==> src/rtl/sudoku_input_pkg.sv <==
// Shared definitions for the sudoku button front end: button indices,
// raw polarity mask, channel state encoding and counter sizing.
package sudoku_input_pkg;

  localparam int BTN_UP    = 0;
  localparam int BTN_DOWN  = 1;
  localparam int BTN_LEFT  = 2;
  localparam int BTN_RIGHT = 3;
  localparam int BTN_START = 4;
  localparam int BTN_A     = 5;
  localparam int BTN_B     = 6;
  localparam int NUM_BTN   = 7;

  // Direction pad is wired active-low, start/a/b are active-high.
  localparam logic [NUM_BTN-1:0] ACTIVE_LOW_MASK = 7'b0001111;

  typedef enum logic [1:0] {
    IDLE      = 2'd0,
    DEB_PRESS = 2'd1,
    HELD      = 2'd2,
    DEB_REL   = 2'd3
  } btn_state_e;

  function automatic int cnt_width(input int a, input int b, input int c);
    int m;
    m = a;
    if (b > m) m = b;
    if (c > m) m = c;
    return $clog2(m) + 1;
  endfunction

endpackage

==> src/rtl/button_debounce.sv <==
// One button channel: 2-flop synchroniser, debounce FSM with saturating
// counter, and direction-pad auto-repeat when built with BUTTON_REPEAT_EN.
//
// state     | meaning
// ----------|-----------------------------------------------
// IDLE      | released, waiting for the synced level to go active
// DEB_PRESS | level active, counting stable samples before accepting press
// HELD      | press accepted; held=1, auto-repeat runs here
// DEB_REL   | level inactive, counting stable samples before release; held=1
module button_debounce
  import sudoku_input_pkg::*;
#(
  parameter int DEBOUNCE_CYCLES = 500000,
  parameter int REPEAT_DELAY    = 25000000,
  parameter int REPEAT_PERIOD   = 5000000,
  parameter bit ACTIVE_LOW      = 1'b0,
  parameter bit REPEAT_CAPABLE  = 1'b0
) (
  input  logic clk,
  input  logic reset,
  input  logic raw_i,
  output logic press_o,
  output logic held_o
);

  localparam int CNT_W = cnt_width(DEBOUNCE_CYCLES, REPEAT_DELAY, REPEAT_PERIOD);
  localparam logic [CNT_W-1:0] DEB_TC  = CNT_W'(DEBOUNCE_CYCLES);
  localparam logic [CNT_W-1:0] ONE     = CNT_W'(1);
  localparam logic [CNT_W-1:0] CNT_SAT = '1;

  logic sync1_q, sync2_q;
  logic level;
  btn_state_e state_q, state_d;
  logic [CNT_W-1:0] cnt_q, cnt_d, cnt_inc;
  logic press_q, press_d;
  logic deb_pulse, rep_pulse;

  // Synchroniser resets to the idle raw level so reset release is silent.
  always_ff @(posedge clk) begin
    if (reset) begin
      sync1_q <= ACTIVE_LOW;
      sync2_q <= ACTIVE_LOW;
    end else begin
      sync1_q <= raw_i;
      sync2_q <= sync1_q;
    end
  end

  assign level   = sync2_q ^ ACTIVE_LOW;
  assign cnt_inc = (cnt_q == CNT_SAT) ? cnt_q : cnt_q + ONE;

  always_comb begin
    state_d   = state_q;
    cnt_d     = cnt_q;
    deb_pulse = 1'b0;
    case (state_q)
      IDLE: begin
        cnt_d = '0;
        if (level) begin
          if (ONE >= DEB_TC) begin
            state_d   = HELD;
            deb_pulse = 1'b1;
          end else begin
            state_d = DEB_PRESS;
            cnt_d   = ONE;
          end
        end
      end
      DEB_PRESS: begin
        if (!level) begin
          state_d = IDLE;
          cnt_d   = '0;
        end else if (cnt_inc >= DEB_TC) begin
          state_d   = HELD;
          cnt_d     = '0;
          deb_pulse = 1'b1;
        end else begin
          cnt_d = cnt_inc;
        end
      end
      HELD: begin
        cnt_d = '0;
        if (!level) begin
          if (ONE >= DEB_TC) begin
            state_d = IDLE;
          end else begin
            state_d = DEB_REL;
            cnt_d   = ONE;
          end
        end
      end
      DEB_REL: begin
        if (level) begin
          state_d = HELD;
          cnt_d   = '0;
        end else if (cnt_inc >= DEB_TC) begin
          state_d = IDLE;
          cnt_d   = '0;
        end else begin
          cnt_d = cnt_inc;
        end
      end
      default: begin
        state_d = IDLE;
        cnt_d   = '0;
      end
    endcase
  end

  if (REPEAT_CAPABLE) begin : g_rep
`ifdef BUTTON_REPEAT_EN
    localparam logic [CNT_W-1:0] DELAY_TC  = CNT_W'(REPEAT_DELAY);
    localparam logic [CNT_W-1:0] PERIOD_TC = CNT_W'(REPEAT_PERIOD);
    logic [CNT_W-1:0] rep_cnt_q, rep_cnt_d, rep_inc;
    logic rep_first_q, rep_first_d;

    assign rep_inc = (rep_cnt_q == CNT_SAT) ? rep_cnt_q : rep_cnt_q + ONE;

    // Counts only while staying in HELD; any exit rearms the initial delay.
    always_comb begin
      rep_cnt_d   = '0;
      rep_first_d = 1'b1;
      rep_pulse   = 1'b0;
      if (state_q == HELD && state_d == HELD) begin
        rep_first_d = rep_first_q;
        if (rep_inc >= (rep_first_q ? DELAY_TC : PERIOD_TC)) begin
          rep_pulse   = 1'b1;
          rep_first_d = 1'b0;
        end else begin
          rep_cnt_d = rep_inc;
        end
      end
    end

    always_ff @(posedge clk) begin
      if (reset) begin
        rep_cnt_q   <= '0;
        rep_first_q <= 1'b1;
      end else begin
        rep_cnt_q   <= rep_cnt_d;
        rep_first_q <= rep_first_d;
      end
    end
`else
    assign rep_pulse = 1'b0;
`endif
  end else begin : g_no_rep
    assign rep_pulse = 1'b0;
  end

  assign press_d = deb_pulse | rep_pulse;

  always_ff @(posedge clk) begin
    if (reset) begin
      state_q <= IDLE;
      cnt_q   <= '0;
      press_q <= 1'b0;
    end else begin
      state_q <= state_d;
      cnt_q   <= cnt_d;
      press_q <= press_d;
    end
  end

  assign press_o = press_q;
  assign held_o  = (state_q == HELD) || (state_q == DEB_REL);

endmodule

==> src/rtl/button_conditioner.sv <==
// Seven-button input front end for the sudoku game controller.
// Define BUTTON_REPEAT_EN to enable auto-repeat on the direction pad.
module button_conditioner
  import sudoku_input_pkg::*;
#(
  parameter int DEBOUNCE_CYCLES = 500000,
  parameter int REPEAT_DELAY    = 25000000,
  parameter int REPEAT_PERIOD   = 5000000
) (
  input  logic       clk,
  input  logic       reset,
  input  logic       original_up_button,
  input  logic       original_down_button,
  input  logic       original_left_button,
  input  logic       original_right_button,
  input  logic       original_start_button,
  input  logic       original_a_button,
  input  logic       original_b_button,
  output logic [6:0] press,
  output logic [6:0] held
);

  logic [NUM_BTN-1:0] raw;

  assign raw = {original_b_button, original_a_button, original_start_button,
                original_right_button, original_left_button,
                original_down_button, original_up_button};

  for (genvar i = 0; i < NUM_BTN; i++) begin : g_btn
    button_debounce #(
      .DEBOUNCE_CYCLES(DEBOUNCE_CYCLES),
      .REPEAT_DELAY   (REPEAT_DELAY),
      .REPEAT_PERIOD  (REPEAT_PERIOD),
      .ACTIVE_LOW     (ACTIVE_LOW_MASK[i]),
      .REPEAT_CAPABLE (i <= BTN_RIGHT)
    ) u_deb (
      .clk    (clk),
      .reset  (reset),
      .raw_i  (raw[i]),
      .press_o(press[i]),
      .held_o (held[i])
    );
  end

endmodule

==> config.mk <==
export PLATFORM = sky130hd
export DESIGN_NAME = button_conditioner
export DESIGN_NICKNAME = d
export VERILOG_FILES = /design/src/rtl/sudoku_input_pkg.sv /design/src/rtl/button_debounce.sv /design/src/rtl/button_conditioner.sv
export SDC_FILE = /design/constraint.sdc
export NUM_CORES = 1
export LEC_CHECK = 0
export CAP_MARGIN = 20
export CORE_MARGIN = 2
export CORE_UTILIZATION = 29
export CTS_BUF_LIST = sky130_fd_sc_hd__clkbuf_2 sky130_fd_sc_hd__clkbuf_4 sky130_fd_sc_hd__clkbuf_8
export DETAILED_ROUTE_END_ITERATION = 12
export SLEW_MARGIN = 20
export SYNTH_ARGS = -nofsm -noshare
export SYNTH_HDL_FRONTEND = slang
export SYNTH_SLANG_ARGS = --single-unit
==> constraint.sdc <==
create_clock -name clk -period 7.03 [get_ports clk]
set_input_delay 2.109 -clock clk [delete_from_list [all_inputs] [get_ports clk]]
set_output_delay 2.109 -clock clk [all_outputs]
set_load 0.02 [all_outputs]
==> results.txt, run 1 <==
----------------------------------------------------
[Worst hold path]
  Hold Crit Class ... register to register
  Critical hold path startpoint ... g_btn[1].u_deb.sync1_q

[Synthesis]
  Sequential cell area fraction in the yosys report ... 39.5%
  Number of enable-type register cells in the synthesized netlist ... 0
  Number of unique standard cell types used by synthesis ... 81
  Mean instance size in the synthesized netlist ... 8.54 sq um
  Async S/R FF share, synth ... 0%
  Predominant post-synthesis flop cell ... sky130_fd_sc_hd__dfxtp_1
  Mapped Cells ... 1289
  Combined area of all synthesized cells ... 11000 sq um
  Total number of yosys warnings ... 0
  Register bit total from synthesis ... 217

[Clock tree]
  Maximum count of clock buffers along a single path ... 3
  CTS Hold Bufs ... 0
  Inserted Clock Buffers ... 41
  Clock insertion delay at the later pin of the skew report ... 570 ps
  Post-cts sizing count ... 0
  Count of buffers added by post-CTS timing repair for setup ... 0
  Reg clk slew, reported paths ... 50 ps
  H-tree Lvls ... 2
  Cell chosen for the clock root ... sky130_fd_sc_hd__clkbuf_8
  # clock sinks ... 217
  Clock tree from TritonCTS ... built

[Outcome]
  Result of the run ... complete, no violations

[Routing]
  Number of design-rule violations left by the first detailed-router iteration ... 389
  Average wire per standard cell ... 12.3 um
  First-pass detailed-route iteration total ... 5
  WL final ... 23000 um
  Routed via count divided by cell count ... 4.82
  ANT nets after route ... 0
  Number of remaining DRC errors ... 0
  Via Count ... 9050

[Timing]
  Period utilization ... 53.5%
  Final Slew Violations ... 0
  Relative slew slack ... 44.0%
  Min Clock Period, post-route ... 3760 ps
  Final count of hold timing violations ... 0
  Maximum clock rate ... 266 MHz
  RSZ-0062 raised after global routing ... false
  Worst Max-Slew Pin Slew ... 818 ps
  Hold WS ... 410 ps
  Setup violation total in the final timing report ... 0
  Layout Skew ... 35.0 ps
  Final sum of negative setup slack ... 0 ps

[Pwr]
  Switching power ... 598 uW
  Tot Pwr ... 2650 uW
  Worst VDD drop ... 0.104 mV
  Seq pwr share ... 48.2%
  Internal power of the cells ... 2050 uW
  Lkg Pwr ... 0.00410 uW
  Power per Cell Area ... 211 nW/um^2
  Combinational fraction of design power ... 2.1%
  Switching power as a share of total power ... 22.6%
  Clock power share ... 49.7%

[Critical path]
  Number of buffer and inverter instances along the worst setup path ... 1
  Gate family responsible for the most delay along the worst path ... buffers and inverters
  Data arrival time of the worst path ... 1650 ps
  Worst Setup End Kind ... output port
  Required time worst endpoint ... 4920 ps
  Crit path max-delay cell type ... sky130_fd_sc_hd__clkdlybuf4s50_1
  Cells along the critical path ... clkdlybuf4s50_1
  Critical path peak fanout ... 4
  Crit path largest cell delay ... 690 ps
  Launching point of the worst reg2reg path ... g_btn[6].u_deb.cnt_q[6]
  Critical Path Source Type ... register
  Path type of the worst setup path ... register to output port

[Floorplanning]
  Core area ... 37500 sq um
  Io pins ... 23
  Standard-cell rows ... 71
  Initial cell density of the core ... 29.4%
  Chip Width ... 199 um
  Area enclosed by the die boundary ... 39500 sq um
  Die height ... 199 um

[Layout]
  Most common cell after layout, fill and taps aside ... sky130_fd_sc_hd__dfxtp_1
  Inserted Diodes ... 0
  Final-stage net count ... 1353
  Fraction of final layout cells with drive strength greater than 1 ... 10.1%
  Fill cell instance count of the final layout ... 4000
  Core utilization of the finished layout ... 33.5%
  Post-synthesis to final-layout area growth ... 14.2%
  Finished Cell Area ... 12600 sq um
  Commonest non-fill, non-tap cells in the layout ... sky130_fd_sc_hd__dfxtp_1, sky130_fd_sc_hd__nor2_1, sky130_fd_sc_hd__nand2_1, sky130_fd_sc_hd__nand3_1, sky130_fd_sc_hd__xnor2_1

[Global route]
  Largest net degree at the start of global routing ... 37
  Number of antenna violations at the first check in global routing ... 0
  Global-route wire length before repair ... 40100 um
  Overflow after GRT ... 0
  Vias in the first global route ... 8483
  Total Routing Usage GR ... 12.0%

[Place]
  Final weighted congestion in routability-driven placement ... 0.833
  IO Port Bufs ... 22
  Sum of net half-perimeters after detailed placement ... 16100 um
  Placed Instance Area ... 11700 sq um

[Job]
  Number of violations of the max-capacitance limit ... 0

----------------------------------------------------
## layout make-up
type / count / area [sq um] / share of cell area (%)
Clock inverter: 9 / 93.8 / 0.746
Clock buffer: 62 / 797 / 6.34
Timing Repair Buffer: 25 / 238 / 1.89
Sequential cell: 217 / 4340 / 34.6
Inverter: 24 / 90.1 / 0.717
Tap cell: 511 / 639 / 5.09
Multi-Input combinational cell: 1028 / 6370 / 50.7
## cell families (layout without fill, tap and decap cells)
family	Yosys count	after routing	synth area share, %
fa+ha+maj	7	7	0.796
flops	217	217	39.5
mux	20	20	1.88
compound gates	175	175	11.3
buf+inv	92	120	4.28
other cells	1	49	0.0341
xor+xnor	126	126	10.0
simple gates	651	651	32.2
## sequential cells by signal, indices dropped and copies added, names as in the netlist, named ones only
name	flops
g_btn.u_deb.cnt_q	182
g_btn.u_deb.level	3
g_btn.u_deb.press_o	7
g_btn.u_deb.state_q	7
g_btn.u_deb.sync1_q	7
g_btn.u_deb.sync2_q	4
## power by group through the flow
stage               registers, uW  clock network, uW  logic, uW
floorplan                    1300                  0       44.3
global placement             1300                  0       55.1
detailed placement           1300                  0       56.1
CTS                          1280               1380       56.5
global route                 1280               1430       65.1
finish                       1280               1320       56.0
## synthesized netlist by cell type (all sizes together), types with 19 or more instances
master | number | area, sq um
dfxtp | 217 | 4340
nor4 | 28 | 254
and3 | 30 | 188
buf | 37 | 263
xor2 | 62 | 543
or2 | 20 | 125
inv | 24 | 90.1
nand2 | 101 | 382
o21ai | 24 | 120
nor2b | 19 | 119
nor3 | 40 | 205
a21oi | 39 | 206
clkbuf | 31 | 118
nand3 | 80 | 435
and4 | 23 | 201
nand4 | 64 | 425
xnor2 | 64 | 561
nor2 | 171 | 673
## path summary, 6_finish.rpt
check | endpoint | slack, ps | depth (start not counted)
setup / recovery | held[4] | 3270 | 1
hold / removal | g_btn[1].u_deb.sync2_q | 410 | 1
setup reg to reg | g_btn[6].u_deb.cnt_q[14] | 3390 | 9
hold reg to reg | g_btn[1].u_deb.sync2_q | 410 | 1
## metal layers
layer | track usage, % | vias up | part of all wire, %
met1 | 15.9 | 4197 | 49
li1 | - | 4680 | -
met5 | 0 | - | 0
met2 | 19.5 | 130 | 45
met4 | 4.09 | 0 | 2.0
met3 | 2.53 | 43 | 4.1
## metrics by stage
stage               std cells  setup WS [ps]
finish                   1876           3270
global route             1876           2970
CTS                      1876           3210
detailed placement       1805           3220
global placement         1805           3200
floorplan                1337           3780
Power figures use the tool's default switching activity.
==> inputs of run 2 (changes only) <==
- clock period: 7.03 -> 3.7 ns (I/O delays scaled with it)
==> run 2 against run 1 <==
Against the previous run:
- clock-buffer cell count is 1 lower
- core utilization hardly changed
- clock power grew 73%
- register-to-register slack worse by 3000 ps
- combinational power increased by 89%
==> results.txt, run 2 (synthesis results as in run 1) <==
----------------------------------------------------
[Layout]
  FF/Latch Area ... 4340 sq um (unchanged)
  Post-synthesis to final-layout area growth ... 14.4%
  Fraction of final layout cells with drive strength greater than 1 ... 10.9% (+0.78 points)
  Fill cell instance count of the final layout ... 3930 (-1.8%)
  Inserted Diodes ... 0 (unchanged)
  Final-stage net count ... 1366 (+0.96%)
  Area occupied by multi-input gates ... 6370 sq um (unchanged)
  Finished Layout Cells ... 1888 (+0.64%)
  Finished Cell Area ... 12600 sq um (+0.14%)
  Commonest non-fill, non-tap cells in the layout ... sky130_fd_sc_hd__dfxtp_1, sky130_fd_sc_hd__nor2_1, sky130_fd_sc_hd__nand2_1, sky130_fd_sc_hd__nand3_1, sky130_fd_sc_hd__xnor2_1
  Most flops, register ... g_btn.u_deb.cnt_q
  Largest register FFs ... 182 (unchanged)
  Most common cell after layout, fill and taps aside ... sky130_fd_sc_hd__dfxtp_1

[Floorplanning]
  Standard-cell rows ... 71 (unchanged)
  Io pins ... 23 (unchanged)
  Area enclosed by the die boundary ... 39500 sq um (unchanged)
  Initial cell density of the core ... 29.4% (unchanged)
  Core area ... 37500 sq um (unchanged)
  Chip Width ... 199 um (unchanged)
  Die height ... 199 um (unchanged)

[Job]
  Number of violations of the max-capacitance limit ... 0 (unchanged)

[Pwr]
  Worst VDD drop ... 0.198 mV (+92%)
  Lkg Pwr ... 0.00413 uW (+0.69%)
  Power per Cell Area ... 383 nW/um^2 (+82%)

[Worst hold path]
  Critical hold path startpoint ... g_btn[2].u_deb.sync1_q
  Hold Crit Class ... register to register
  Worst Hold Endpoint ... g_btn[2].u_deb.sync2_q
  Number of cells on the worst hold path ... 1 (unchanged)

[Clock tree]
  Inserted Clock Buffers ... 40 (-2.4%)
  Cell chosen for the clock root ... sky130_fd_sc_hd__clkbuf_8
  Count of buffers added by post-CTS timing repair for setup ... 0 (unchanged)
  CTS Hold Bufs ... 0 (unchanged)
  H-tree Lvls ... 2 (unchanged)
  Clock insertion delay at the later pin of the skew report ... 560 ps (about the same)
  Maximum count of clock buffers along a single path ... 3 (unchanged)
  Reg clk slew, reported paths ... 60 ps (about the same)
  Post-cts sizing count ... 0 (unchanged)
  # clock sinks ... 217 (unchanged)
  Clock tree from TritonCTS ... built

[Routing]
  Number of remaining DRC errors ... 0 (unchanged)
  Routed via count divided by cell count ... 4.84 (+0.25%)
  Via Count ... 9131 (+0.90%)
  Average wire per standard cell ... 12.3 um (+0.29%)
  WL final ... 23200 um (+0.93%)
  ANT nets after route ... 0 (unchanged)
  Number of design-rule violations left by the first detailed-router iteration ... 444 (+14%)
  First-pass detailed-route iteration total ... 5 (unchanged)

[Critical path]
  Reg-to-reg endpoint ... g_btn[5].u_deb.cnt_q[11]
  Required time worst endpoint ... 4190 ps (-730 ps)
  Flop2flop setup slack ... 360 ps (-3030 ps)
  Critical path peak fanout ... 12 (+8)
  Worst Reg2Reg Path Length in Cells ... 11 (+2)
  Worst Setup End Kind ... register
  Launching point of the worst reg2reg path ... g_btn[5].u_deb.cnt_q[0]
  Data arrival time of the worst path ... 3830 ps (+2180 ps)
  Critical Path Source Type ... register
  Path type of the worst setup path ... register to register

[Global route]
  Vias in the first global route ... 8665 (+2.1%)
  Largest net degree at the start of global routing ... 23 (-38%)
  Total Routing Usage GR ... 12.0% (-0.030 points)
  Overflow after GRT ... 0 (unchanged)
  Global-route wire length before repair ... 40300 um (+0.52%)
  Number of antenna violations at the first check in global routing ... 0 (unchanged)

[Timing]
  Final Slew Violations ... 0 (unchanged)
  RSZ-0062 raised after global routing ... false
  Layout Skew ... 28.4 ps (-6.61 ps)
  Setup violation total in the final timing report ... 0 (unchanged)
  Relative slew slack ... 50.4% (+6.3 points)
  Final count of hold timing violations ... 0 (unchanged)
  Worst Max-Slew Pin Slew ... 738 ps (-79.7 ps)
  Period utilization ... 90.2%
  Maximum clock rate ... 300 MHz
  Final sum of negative setup slack ... 0 ps (unchanged)
  Min Clock Period, post-route ... 3340 ps

[Place]
  Placed Instance Area ... 11800 sq um (+0.90%)
  IO Port Bufs ... 22 (unchanged)
  Sum of net half-perimeters after detailed placement ... 16100 um (+0.47%)
  Total instance count after detailed placement ... 1819 (+0.78%)
  Final weighted congestion in routability-driven placement ... 0.833 (about the same)

[Outcome]
  Result of the run ... complete, no violations

----------------------------------------------------
==> run 2: changes by cell type in the layout (fill, tap and decap cells not counted), sizes merged <==
cell    before  now
clkbuf      62   61
clkinv       3    6
inv         27   24
bufinv       1    0
buf          4   18
==> run 2: area by class of cell <==
| cell class | instances | area share, % |
|---|---|---|
| Timing Repair Buffer | 39 | 2.72 |
| Sequential cell | 217 | 34.5 |
| Multi-Input combinational cell | 1028 | 50.6 |
| Tap cell | 511 | 5.08 |
| Inverter | 24 | 0.716 |
| Clock inverter | 8 | 0.358 |
| Clock buffer | 61 | 6.02 |
==> run 2: worst max-delay path by stage <==
stage / end / startpoint / cells after the start / slack, ps
detailed placement: g_btn[0].u_deb.cnt_q[4] / g_btn[0].u_deb.cnt_q[18] / 10 / 380
floorplan: g_btn[0].u_deb.cnt_q[16] / g_btn[0].u_deb.cnt_q[5] / 11 / 640
finish: g_btn[5].u_deb.cnt_q[11] / g_btn[5].u_deb.cnt_q[0] / 11 / 360
CTS: g_btn[0].u_deb.cnt_q[4] / g_btn[0].u_deb.cnt_q[18] / 10 / 390
global placement: g_btn[0].u_deb.cnt_q[2] / g_btn[0].u_deb.cnt_q[18] / 10 / 400
global route: g_btn[5].u_deb.cnt_q[7] / g_btn[5].u_deb.cnt_q[1] / 11 / 40
==> run 2: through the flow <==
stage / utilization [%] / power, uW / setup WS [ps] / hold WS [ps]
6_report: 33.6 / 4820 / 362 / 385
5_1_grt: 33.6 / 5060 / 37.1 / 387
4_1_cts: 33.6 / 4940 / 388 / 374
3_5_place_dp: 31.4 / 2580 / 379 / 393
3_3_place_gp: 31.4 / 2580 / 401 / 391
2_1_floorplan: - / 2550 / 638 / 389
==> run 2: critical path: stages (launching register included) <==
cell and delay, ps:
sky130_fd_sc_hd__dfxtp_1 370, sky130_fd_sc_hd__ha_1 210, sky130_fd_sc_hd__nand4_1 360, sky130_fd_sc_hd__nor4_1 400, sky130_fd_sc_hd__a21boi_0 180, sky130_fd_sc_hd__a211o_1 250
sky130_fd_sc_hd__nor4b_1 430, sky130_fd_sc_hd__nor4b_2 150, sky130_fd_sc_hd__nor4_2 250, sky130_fd_sc_hd__nand3_2 320, sky130_fd_sc_hd__buf_4 270, sky130_fd_sc_hd__nor2_1 100
==> run 2: layer usage <==
metal  share of wire, %  GRT usage, %  vias up
li1                   -             -     4730
met1                 48          15.5     4197
met2                 45          19.3      163
met3                4.7          2.83       41
met4                2.0          4.67        0
met5                  0             0        -
==> run 2: where the power goes <==
part | total, uW | switching [uW] | internal, uW
registers | 2430 | 40.9 | 2390
logic | 106 | 52.8 | 52.8
clock network | 2290 | 990 | 1300
total | 4820 | 1080 | 3740
